--- src/rtl/sysid_checker_master.sv ---
// sysid_checker_master
//   Avalon-MM read master that reads the system-ID slave (word 0 = ID,
//   word 1 = build timestamp) after reset or on a start pulse, and compares
//   both words against values compiled into the hardware.
// Ports
//   clock, reset_n          clock, asynchronous active-low reset
//   start                   pulse to begin a check (dropped while busy)
//   avm_address, avm_read   Avalon-MM read request (address 0 = ID, 1 = TS)
//   avm_waitrequest         slave stall
//   avm_readdata            slave read data
//   busy, done              check in progress / one-cycle end-of-check pulse
//   id_ok, ts_ok, timeout   result flags of the last check
//   id_value, ts_value      last captured ID / timestamp words
module sysid_checker_master #(
  parameter logic [31:0] EXPECTED_ID    = 32'h0000_0000,
  parameter logic [31:0] EXPECTED_TS    = 32'h65FF_E144,
  parameter int unsigned READ_LATENCY   = 0,
  parameter int unsigned TIMEOUT_CYCLES = 255,
  parameter bit          AUTO_START     = 1'b1
) (
  input  logic        clock,
  input  logic        reset_n,
  input  logic        start,
  output logic        avm_address,
  output logic        avm_read,
  input  logic        avm_waitrequest,
  input  logic [31:0] avm_readdata,
  output logic        busy,
  output logic        done,
  output logic        id_ok,
  output logic        ts_ok,
  output logic        timeout,
  output logic [31:0] id_value,
  output logic [31:0] ts_value
);

  typedef enum logic [2:0] {IDLE, RD_ID, LAT_ID, RD_TS, LAT_TS, FIN} state_t;

  localparam bit          NO_LAT  = (READ_LATENCY == 0);
  localparam logic [2:0]  LAT_END = 3'(READ_LATENCY);
  localparam logic [15:0] TO_LAST = 16'(TIMEOUT_CYCLES - 1);

  state_t      state, state_next;
  logic        pending;
  logic [15:0] wait_cnt;
  logic [1:0]  lat_cnt;
  logic        cap_id_q, cap_ts_q;

  logic accept, stall_abort, lat_done, capture_id, capture_ts, launch;

  assign accept      = avm_read && !avm_waitrequest;
  // wait_cnt already holds the stall cycles before this one, so this cycle
  // is stall number TIMEOUT_CYCLES when the count equals TIMEOUT_CYCLES-1.
  assign stall_abort = avm_read && avm_waitrequest && (wait_cnt == TO_LAST);
  assign lat_done    = (({1'b0, lat_cnt} + 3'd1) == LAT_END);
  assign capture_id  = (state == RD_ID  && accept && NO_LAT) || (state == LAT_ID && lat_done);
  assign capture_ts  = (state == RD_TS  && accept && NO_LAT) || (state == LAT_TS && lat_done);
  assign launch      = (state == IDLE) && (start || pending);

  always_ff @(posedge clock or negedge reset_n) begin
    if (!reset_n) state <= IDLE;
    else          state <= state_next;
  end

  always_comb begin
    state_next = state;
    unique case (state)
      IDLE:   if (start || pending) state_next = RD_ID;
      RD_ID:  if (accept)           state_next = NO_LAT ? RD_TS : LAT_ID;
              else if (stall_abort) state_next = FIN;
      LAT_ID: if (lat_done)         state_next = RD_TS;
      RD_TS:  if (accept)           state_next = NO_LAT ? FIN : LAT_TS;
              else if (stall_abort) state_next = FIN;
      LAT_TS: if (lat_done)         state_next = FIN;
      FIN:                          state_next = IDLE;
      default:                      state_next = IDLE;
    endcase
  end

  // Outputs decode straight from state so reset drops avm_read asynchronously.
  always_comb begin
    avm_read    = (state == RD_ID) || (state == RD_TS);
    avm_address = (state == RD_TS);
    busy        = (state == RD_ID) || (state == LAT_ID) ||
                  (state == RD_TS) || (state == LAT_TS);
    done        = (state == FIN);
  end

  always_ff @(posedge clock or negedge reset_n) begin
    if (!reset_n) begin
      pending  <= AUTO_START;
      wait_cnt <= '0;
      lat_cnt  <= '0;
      cap_id_q <= 1'b0;
      cap_ts_q <= 1'b0;
      id_ok    <= 1'b0;
      ts_ok    <= 1'b0;
      timeout  <= 1'b0;
      id_value <= '0;
      ts_value <= '0;
    end else begin
      // Non-stalled cycles (including accept) clear the count, so every RD
      // entry starts from zero.
      if (avm_read && avm_waitrequest) wait_cnt <= wait_cnt + 16'd1;
      else                             wait_cnt <= '0;

      if ((state == LAT_ID || state == LAT_TS) && !lat_done) lat_cnt <= lat_cnt + 2'd1;
      else                                                   lat_cnt <= '0;

      cap_id_q <= capture_id;
      cap_ts_q <= capture_ts;
      if (capture_id) id_value <= avm_readdata;
      if (capture_ts) ts_value <= avm_readdata;

      if (launch) begin
        pending <= 1'b0;
        timeout <= 1'b0;
        id_ok   <= 1'b0;
        ts_ok   <= 1'b0;
      end else begin
        if (stall_abort) timeout <= 1'b1;
        if (cap_id_q)    id_ok   <= (id_value == EXPECTED_ID);
        if (cap_ts_q)    ts_ok   <= (ts_value == EXPECTED_TS);
      end
    end
  end

endmodule
--- config.mk ---
export PLATFORM = sky130hd
export DESIGN_NAME = sysid_checker_master
export DESIGN_NICKNAME = d
export VERILOG_FILES = /design/src/rtl/sysid_checker_master.sv
export SDC_FILE = /design/constraint.sdc
export NUM_CORES = 1
export LEC_CHECK = 0
export ABC_AREA = 1
export CORE_ASPECT_RATIO = 1.1
export CORE_MARGIN = 1.5
export CORE_UTILIZATION = 44
export DETAILED_ROUTE_END_ITERATION = 10
export PLACE_DENSITY = 0.81
export REMOVE_ABC_BUFFERS = 1
export SKIP_LAST_GASP = 1
export SYNTH_ARGS = -nofsm -noshare
export SYNTH_HDL_FRONTEND = slang
export SYNTH_SLANG_ARGS = --single-unit
--- constraint.sdc ---
create_clock -name clock -period 1.48 [get_ports clock]
set_clock_uncertainty 0.2 [all_clocks]
set_input_delay 0.222 -clock clock [delete_from_list [all_inputs] [get_ports clock]]
set_output_delay 0.222 -clock clock [all_outputs]
set_load 0.005 [all_outputs]
### Yosys cells after proc, flatten, opt, wreduce, memory -nomap -nowiden

Cells that the tools add are included.

* add/subtract/negate cells: 3
* equality and inequality tests: 10
* mux-type cells: 15
* reductions and logical operators: 26

Operator list (count)
* 32-bit by 31-bit equality test with 1-bit output, second input constant: 1
* 32-bit zero test: 1
* 3-bit 2-to-1 mux: 6
* 16-bit by 1-bit adder with 16-bit output, second input constant: 1
* 16-bit by 8-bit equality test with 1-bit output, second input constant: 1
* 16-bit 2-to-1 mux: 1
* 3-bit case mux with 5 select lines: 1
* 1-bit logical AND: 9
* 1-bit logical OR: 8
* 3-bit by 2-bit equality test with 1-bit output, second input constant: 2
* 3-bit equality test, second input constant: 2
* 3-bit zero test: 2
* 1-bit 2-to-1 mux: 6
* 2-bit nonzero test: 3
* 2-bit != test, second input constant: 2
* 2-bit by 1-bit adder with 3-bit output, second input constant: 1
* 3-bit by 1-bit equality test with 1-bit output, second input constant: 1
* 3-bit AND reduction: 1
* 2-bit by 1-bit adder with 2-bit output, second input constant: 1
* 1-bit zero test: 2
* 2-bit 2-to-1 mux: 1
* 2-bit by 1-bit != test with 1-bit output, second input constant: 1

* register bits after elaboration: 91
* output and inout port bits: 71
* word-level logic and storage cells: 65

### Longest topological paths before layout

Gate-level depths: netlist (run 1).

* depth after elaboration: 7
* depth in mapped cells: 9

### Worst setup path after synthesis (run 1)

Ideal clock, no wire load.

* path type: register -> register
* start point: register state[2]
* end point: register id_value[29]
* setup time: 118 ps
* arrival time: 1312 ps
* required time: 1162 ps
* slack: -150 ps
* stages on the path, launching flop included: 9
* path buffers: 1
* clock period less this slack: 1630 ps
* path through: dfrtp_1 > nor2_4 > inv_2 > or2_4 > nor2_8 > inv_4 > buf_6 > nand2_1 > o21ai_2

* cells in the longest elaborated chain, start to end: 5

RTL lines
* from (decl): RTL line 43 `state_t state, state_next;`
* from (signal assigned): RTL line 62 `else state <= state_next;`
* 3-bit by 1-bit equality test with 1-bit output / 3-bit by 2-bit equality test with 1-bit output (equally long branches): RTL line 82 `avm_read = (state == RD_ID) || (state == RD_TS);`
* 1-bit logical OR *: RTL line 82
* via avm_read: RTL line 25 `output logic avm_read,`
* 1-bit logical AND *: RTL line 51 `assign accept = avm_read && !avm_waitrequest;`
* 1-bit logical AND *: RTL line 56 `assign capture_id = (state == RD_ID && accept && NO_LAT) || (state == LAT_ID && lat_done);`
* 1-bit logical OR *: RTL line 56
* to (signal assigned): RTL line 112 `if (capture_id) id_value <= avm_readdata;`
* to (decl): RTL line 33 `output logic [31:0] id_value,`

The timed path passes the listed nets; every way through them passes the cells marked *.
A chain may end at the register's enable or synchronous reset.

### Final worst setup path (run 1)

* start point: register state[2]
* end point: register id_value[2]

* cells in the longest elaborated chain, start to end: 5

RTL lines (RTL line)
* 3-bit by 1-bit equality test with 1-bit output / 3-bit by 2-bit equality test with 1-bit output (equally long branches): 56, 82
* 1-bit logical OR: 82
* 1-bit logical AND: 51
* 1-bit logical AND: 56
* 1-bit logical OR *: 56

Mark *: on every way between the ends. The rest lies on a longest branch, timed or not.

==> flow_metrics.py, run 1 <==
metrics = {
    "worst_setup_path": {
        "crit_chain": "buf_6 -> nor2_4 -> inv_2 -> or2_4 -> nor2_8 -> buf_12 -> inv_12 -> o21ai_2",
        "cp.buffers_inverters": 4,
        "arrival_ns": 1.98,
        "rr_endpoint": "id_value[2]$_DFFE_PN0P_",
        "critPathTopFamily": "simple AND/OR/NAND/NOR gates",
        "worst-r2r-cell-count": 8,
        "cp.required_ns": 1.55,
        "cp_slowest_cell": "dfrtp_2",
        "crit_type": "reg2reg",
        "cp-start-kind": "flop",
        "rrSetupSlack_ns": -0.43,
        "path_max_fanout": 12,
        "slowest_delay_ns": 0.43,
        "critPathCaptureType": "flop",
        "r2r_start": "state[2]$_DFFE_PN0P_",
    },
    "floorplanning": {
        "initial_core_util_pct": 45.57,
        "die_area_sq_um": 9822,
        "dieHeight_microns": 103.8,
        "die_w_microns": 94.63,
        "core_area_sq_um": 8919,
        "num_rows": 36,
        "io_pins": 107,
    },
    "synth": {
        "yosys.area_share.simple_pct": 25.80,
        "synth_cell_types": 29,
        "synth_xor_area_share_pct": 0.4310,
        "yosysSeqAreaShare_pct": 54.83,
        "syn_inst": 474,
        "ys_ff_latch": 89,
        "synth_top_family_by_area": "simple AND/OR/NAND/NOR gates",
        "synth-compound-area-share_pct": 10.01,
        "synthAdderAreaFrac_pct": 0.6158,
        "synth_top_area_share_pct": 54.19,
        "syn_avg_cell_area_sq_um": 8.574,
        "synthesis.area_sq_um": 4064,
        "yosys.area.top_type": "dfrtp_1",
        "ys_warn_count": 0,
        "synthMuxAreaShare_pct": 0,
        "synth_area_leaders": "dfrtp_1 54%, nand2_1 14%, nor2_1 5.9%",
    },
    "layout": {
        "syn_to_final_growth_pct": 65.49,
        "n_antenna_cell": 0,
        "final_cell_mix": "103 x nand2_1, 86 x dfrtp_1, 78 x buf_4, 49 x clkdlybuf4s15_1",
        "drive_gt1_share_pct": 36.64,
        "fill_cells": 511,
        "multi_input_area_sq_um": 1931,
        "register_area_sq_um": 2231,
        "final_common_cell": "nand2_1",
        "nNetsFinal": 718,
    },
    "grt": {
        "antenna_found_initial": 0,
        "grt.total_usage_pct": 26.27,
        "grtUsageMet3_pct": 6.681,
        "grt_remaining_overflow": 0,
        "grt_pass1_vias": 4205,
        "grtUsageMet1_pct": 31.00,
        "top_usage_layer": "met2",
        "use_met2_pct": 44.90,
        "grt_pass1_wl_microns": 19840,
        "grt_max_degree": 38,
    },
    "cts": {
        "cts_buffers": 9,
        "clk_pin_slew_ns": 0.09,
        "cts.sink_count": 89,
        "htreeDepth": 3,
        "insertion_delay_ns": 0.37,
        "clockBufferDepth": 2,
        "cts_root_buf": "clkbuf_8",
        "tritoncts": "built",
    },
    "timing": {
        "finalHoldViolations": 0,
        "drv_slew": 0,
        "slew_headroom_pct": 76.49,
        "tightestPinTransition_ns": 0.3527,
        "rsz0062_at_grt": "true",
        "finalSetupViolCount": 87,
        "timing.final.crit_share_pct": 128.8,
        "fin_crit_ns": 1.906,
        "hold_ws_ns": 0.08486,
        "fmax_mhz": 524.7,
        "timing.final.ws_setup_ns": -0.4258,
    },
    "power": {
        "power_mw": 12.99,
        "leakagePower_nw": 3.258,
        "ir_drop_mv": 1.149,
        "power_density_nw_per_um2": 1931,
    },
    "run": {
        "maxCapViolCount": 0,
    },
    "route": {
        "detail-route-antenna-nets": 0,
        "vias_per_cell": 5.423,
        "vias": 4333,
        "wire_per_inst_microns": 19.05,
        "dr.pass1.iters": 7,
        "initialDrtViolationCount": 317,
        "drcViolationCount": 0,
        "totalWireLength_microns": 15220,
    },
    "place": {
        "routabilityCongestion": 0.8999,
        "port_buffers": 106,
        "place_hpwl_microns": 7644,
    },
    "status": {
        "violations": "negative setup slack",
        "status": "finished, violations left",
    },
    "hold_path": {
        "hold_class": "in2async",
    },
}
## synthesized netlist by cell type, drive strengths merged
cell type    n
nor3b        1
or2          2
dfrtp       88
nand4        3
nand2      156
nand3b       3
and2         2
buf         13
dfstp        1
inv         54
o21ai       52
o21a         1
a31oi        1
ha           2
xor2         2
nor3         6
nand3       13
nor2        67
a21oi        7
## timing repair
action / 4_1_cts / 5_1_grt
endpoints found under the setup margin: 150 / 134
hold endpoints to repair: 89 / 0
buffers inserted: 56 / 18
cloned: 1 / 3
resized for setup: 130 / 164
pin swaps: 13 / 27
hold buffers: 1 / 0
## cell type report
type | instances | area share, %
flip-flops and latches | 89 | 33.17
multi-input cells | 318 | 28.71
repair buffers | 205 | 28.45
inverters | 54 | 3.479
clock buffers | 13 | 2.512
well taps | 114 | 2.121
repair inverters | 3 | 0.8558
clock inverters | 3 | 0.7070
## flip-flops by register name, summed over array words and instances, names as in the netlist, 3 cells and up
signal	flops
id_value	32
ts_value	32
wait_cnt	16
state	3
## worst max-delay path by stage
stage	start	to	cells after the start	slack, ns
finish	state[2]$_DFFE_PN0P_	id_value[2]$_DFFE_PN0P_	8	-0.43
global route	state[2]$_DFFE_PN0P_	id_value[2]$_DFFE_PN0P_	8	-0.44
CTS	state[2]$_DFFE_PN0P_	ts_value[22]$_DFFE_PN0P_	8	-0.29
detailed placement	avm_waitrequest	id_value[29]$_DFFE_PN0P_	6	-0.48
global placement	avm_waitrequest	id_value[6]$_DFFE_PN0P_	6	-0.42
floorplan	state[2]$_DFFE_PN0P_	ts_value[13]$_DFFE_PN0P_	7	-0.30
## stage by stage
stage                     util, %  setup slack [ns]  TNS, ns  cells  instance area [sq um]
final                       75.41           -0.4258   -24.91    799                   6725
after global routing        75.41           -0.4357   -27.83    799                   6725
after CTS                   67.97           -0.2873   -18.22    778                   6062
after detailed placement    59.93           -0.4847   -26.36    704                   5345
after global placement      59.93           -0.4204   -24.10    704                   5345
after floorplan                 -           -0.3000   -15.18    461                   3934
## routing by layer
metal	share of wire [%]	vias up
li1	-	1880
met1	36	2139
met2	52	254
met3	7.4	60
met4	3.9	0
met5	0	-
## cells by family after synthesis
group,after synthesis
xor gates and xnor gates,2
DFF,89
buffers and inverters,67
and+or+nand+nor,253
AOI/OAI and AO/OA,61
adders and majority gates,2
## report_power, final
part           internal (mW)  switching, mW
Clock                  0.928          0.926
Sequential              3.38          0.760
Combinational           3.47           3.52
No activity file was read; power rests on OpenSTA's default activity.
==> inputs of run 2 (changes only) <==
Settings changed: HOLD_SLACK_MARGIN from default to 0.06, SETUP_SLACK_MARGIN from default to 0.3.
==> run 2 against run 1 <==
The run still ends with negative setup slack left. Sequential power hardly changed. First-iteration DRC count is 5.0% lower. Core utilization is 2.9 points lower. Register-to-register slack hardly changed. Clock-buffer cell count stayed put. Flip-flop and latch count stayed put. Cell area is 3.9% lower. Critical path type unchanged. Critical endpoint is now id_value[12]$_DFFE_PN0P_.
==> flow_metrics.py, run 2 (same netlist as run 1, synthesis figures left out) <==
metrics = {
    "status": {
        "status": "finished, violations left",
        "violations": "negative setup slack",
    },
    "cts": {
        "cts.sink_count": 89,
        "cts_root_buf": "clkbuf_8",
        "tritoncts": "built",
        "clk_pin_slew_ns": 0.10,
        "insertion_delay_ns": 0.39,
        "cts_buffers": 9,
        "clockBufferDepth": 2,
        "htreeDepth": 3,
    },
    "layout": {
        "drive_gt1_share_pct": 45.47,
        "utilization_pct": 72.47,
        "nNetsFinal": 717,
        "top_regs": "id_value: 32 flops, ts_value: 32 flops, wait_cnt: 16 flops",
        "fill_cells": 563,
        "fin_cells": 798,
        "multi_input_area_sq_um": 1938,
        "register_area_sq_um": 2231,
        "final_cell_mix": "120 x nand2_1, 86 x dfrtp_1, 65 x buf_4, 65 x buf_2, 44 x inv_1",
        "n_antenna_cell": 0,
        "syn_to_final_growth_pct": 59.05,
        "final_common_cell": "nand2_1",
    },
    "floorplanning": {
        "die_w_microns": 94.63,
        "initial_core_util_pct": 45.57,
        "core_area_sq_um": 8919,
        "io_pins": 107,
        "num_rows": 36,
        "die_area_sq_um": 9822,
        "dieHeight_microns": 103.8,
    },
    "grt": {
        "grt_remaining_overflow": 0,
        "grt_pass1_wl_microns": 19850,
        "antenna_found_initial": 0,
        "grt.total_usage_pct": 26.31,
        "grt_max_degree": 38,
        "grt_pass1_vias": 4189,
    },
    "power": {
        "leakagePower_nw": 3.209,
        "power_mw": 12.53,
        "ir_drop_mv": 1.235,
        "power_density_nw_per_um2": 1939,
    },
    "worst_setup_path": {
        "crit_chain": "buf_6 -> nor2_4 -> inv_2 -> or2_4 -> nor2_8 -> buf_6 -> buf_12 -> nand2_1 -> nand2_1",
        "crit_type": "reg2reg",
        "worst-r2r-cell-count": 9,
        "path_max_fanout": 8,
        "path_depth": 9,
        "cp-start-kind": "flop",
        "cp.buffers_inverters": 4,
        "cp_slowest_cell": "dfrtp_2",
        "cp.required_ns": 1.59,
        "critPathTopFamily": "simple AND/OR/NAND/NOR gates",
        "arrival_ns": 2.01,
        "slowest_delay_ns": 0.43,
        "critPathCaptureType": "flop",
    },
    "route": {
        "dr.pass1.iters": 5,
        "drcViolationCount": 0,
        "vias_per_cell": 5.308,
        "totalWireLength_microns": 14350,
        "wire_per_inst_microns": 17.98,
        "initialDrtViolationCount": 301,
        "vias": 4236,
        "detail-route-antenna-nets": 0,
    },
    "place": {
        "port_buffers": 106,
        "place_ws_ns": -0.4847,
        "place_hpwl_microns": 7644,
        "routabilityCongestion": 0.8999,
        "dp_cells": 704,
    },
    "timing": {
        "timing.final.crit_share_pct": 128.0,
        "timing.final.ws_setup_ns": -0.4137,
        "drv_slew": 0,
        "rsz0062_at_grt": "true",
        "finalHoldViolations": 0,
        "slew_headroom_pct": 78.13,
        "fmax_mhz": 528.1,
        "tightestPinTransition_ns": 0.3263,
        "finalSetupViolCount": 87,
        "fin_crit_ns": 1.894,
    },
    "hold_path": {
        "hold_class": "in2async",
    },
    "run": {
        "maxCapViolCount": 0,
    },
}
-- run 2: layout make-up --
cell class              count  share of cell area [%]
flip-flops and latches     89                   34.51
inverters                  54                   3.659
repair inverters            1                  0.2516
clock buffers              13                   2.613
well taps                 114                   2.207
repair buffers            206                   26.04
clock inverters             3                  0.7356
multi-input cells         318                   29.98
-- run 2: power by group --
| part | leakage [nW] | internal, mW | switching [mW] |
|---|---|---|---|
| combinational | 1.97 | 3.26 | 3.31 |
| sequential | 1.13 | 3.38 | 0.740 |
| clock | 0.110 | 0.927 | 0.917 |
-- run 2: through the flow --
step | area (sq um) | setup TNS, ns | hold WS [ns]
2_1_floorplan | 3934 | -15.18 | -0.2736
3_3_place_gp | 5345 | -24.10 | -0.06658
3_5_place_dp | 5345 | -26.36 | -0.06131
4_1_cts | 5892 | -18.32 | 0.07882
5_1_grt | 6464 | -27.90 | 0.09634
6_report | 6464 | -25.30 | 0.06106
-- run 2: path summary, 6_finish.rpt --
path / endpoint / slack [ns] / from
worst max-delay path: id_value[12]$_DFFE_PN0P_ / -0.41 / state[2]$_DFFE_PN0P_
worst min-delay path: wait_cnt[12]$_DFF_PN0_ / 0.06 / reset_n
worst max register to register: id_value[12]$_DFFE_PN0P_ / -0.41 / state[2]$_DFFE_PN0P_
worst min register to register: pending$_DFFE_PN1P_ / 0.28 / pending$_DFFE_PN1P_
max in group asynchronous: id_value[28]$_DFFE_PN0P_ / 0.50 / reset_n
min in group clock: id_value[17]$_DFFE_PN0P_ / 0.21 / avm_readdata[17]
-- run 2: routing by layer --
metal | vias to the layer above | wire, microns | part of all wire, % | global-route usage [%]
li1 | 1880 | - | - | -
met1 | 2070 | 5239 | 37 | 30.93
met2 | 237 | 7591 | 53 | 44.44
met3 | 49 | 1031 | 7.2 | 6.828
met4 | 0 | 484 | 3.4 | 11.62
met5 | - | 0 | 0 | 0
-- run 2: what timing repair did --
item / in CTS / in global routing
buffers inserted: 59 / 16
hold endpoints to repair: 89 / 0
gates cloned: 1 / 1
gates resized for setup: 343 / 114
endpoints found under the setup margin: 159 / 160
hold buffers: 1 / 0
pin swaps: 20 / 42
-- run 2: worst reg2reg max path: cells and delay by family, from the launching register on --
family	cells	cell delay (ns)
buffers and inverters	4	0.46
flip-flops	1	0.43
AND/OR/NAND/NOR	5	0.73
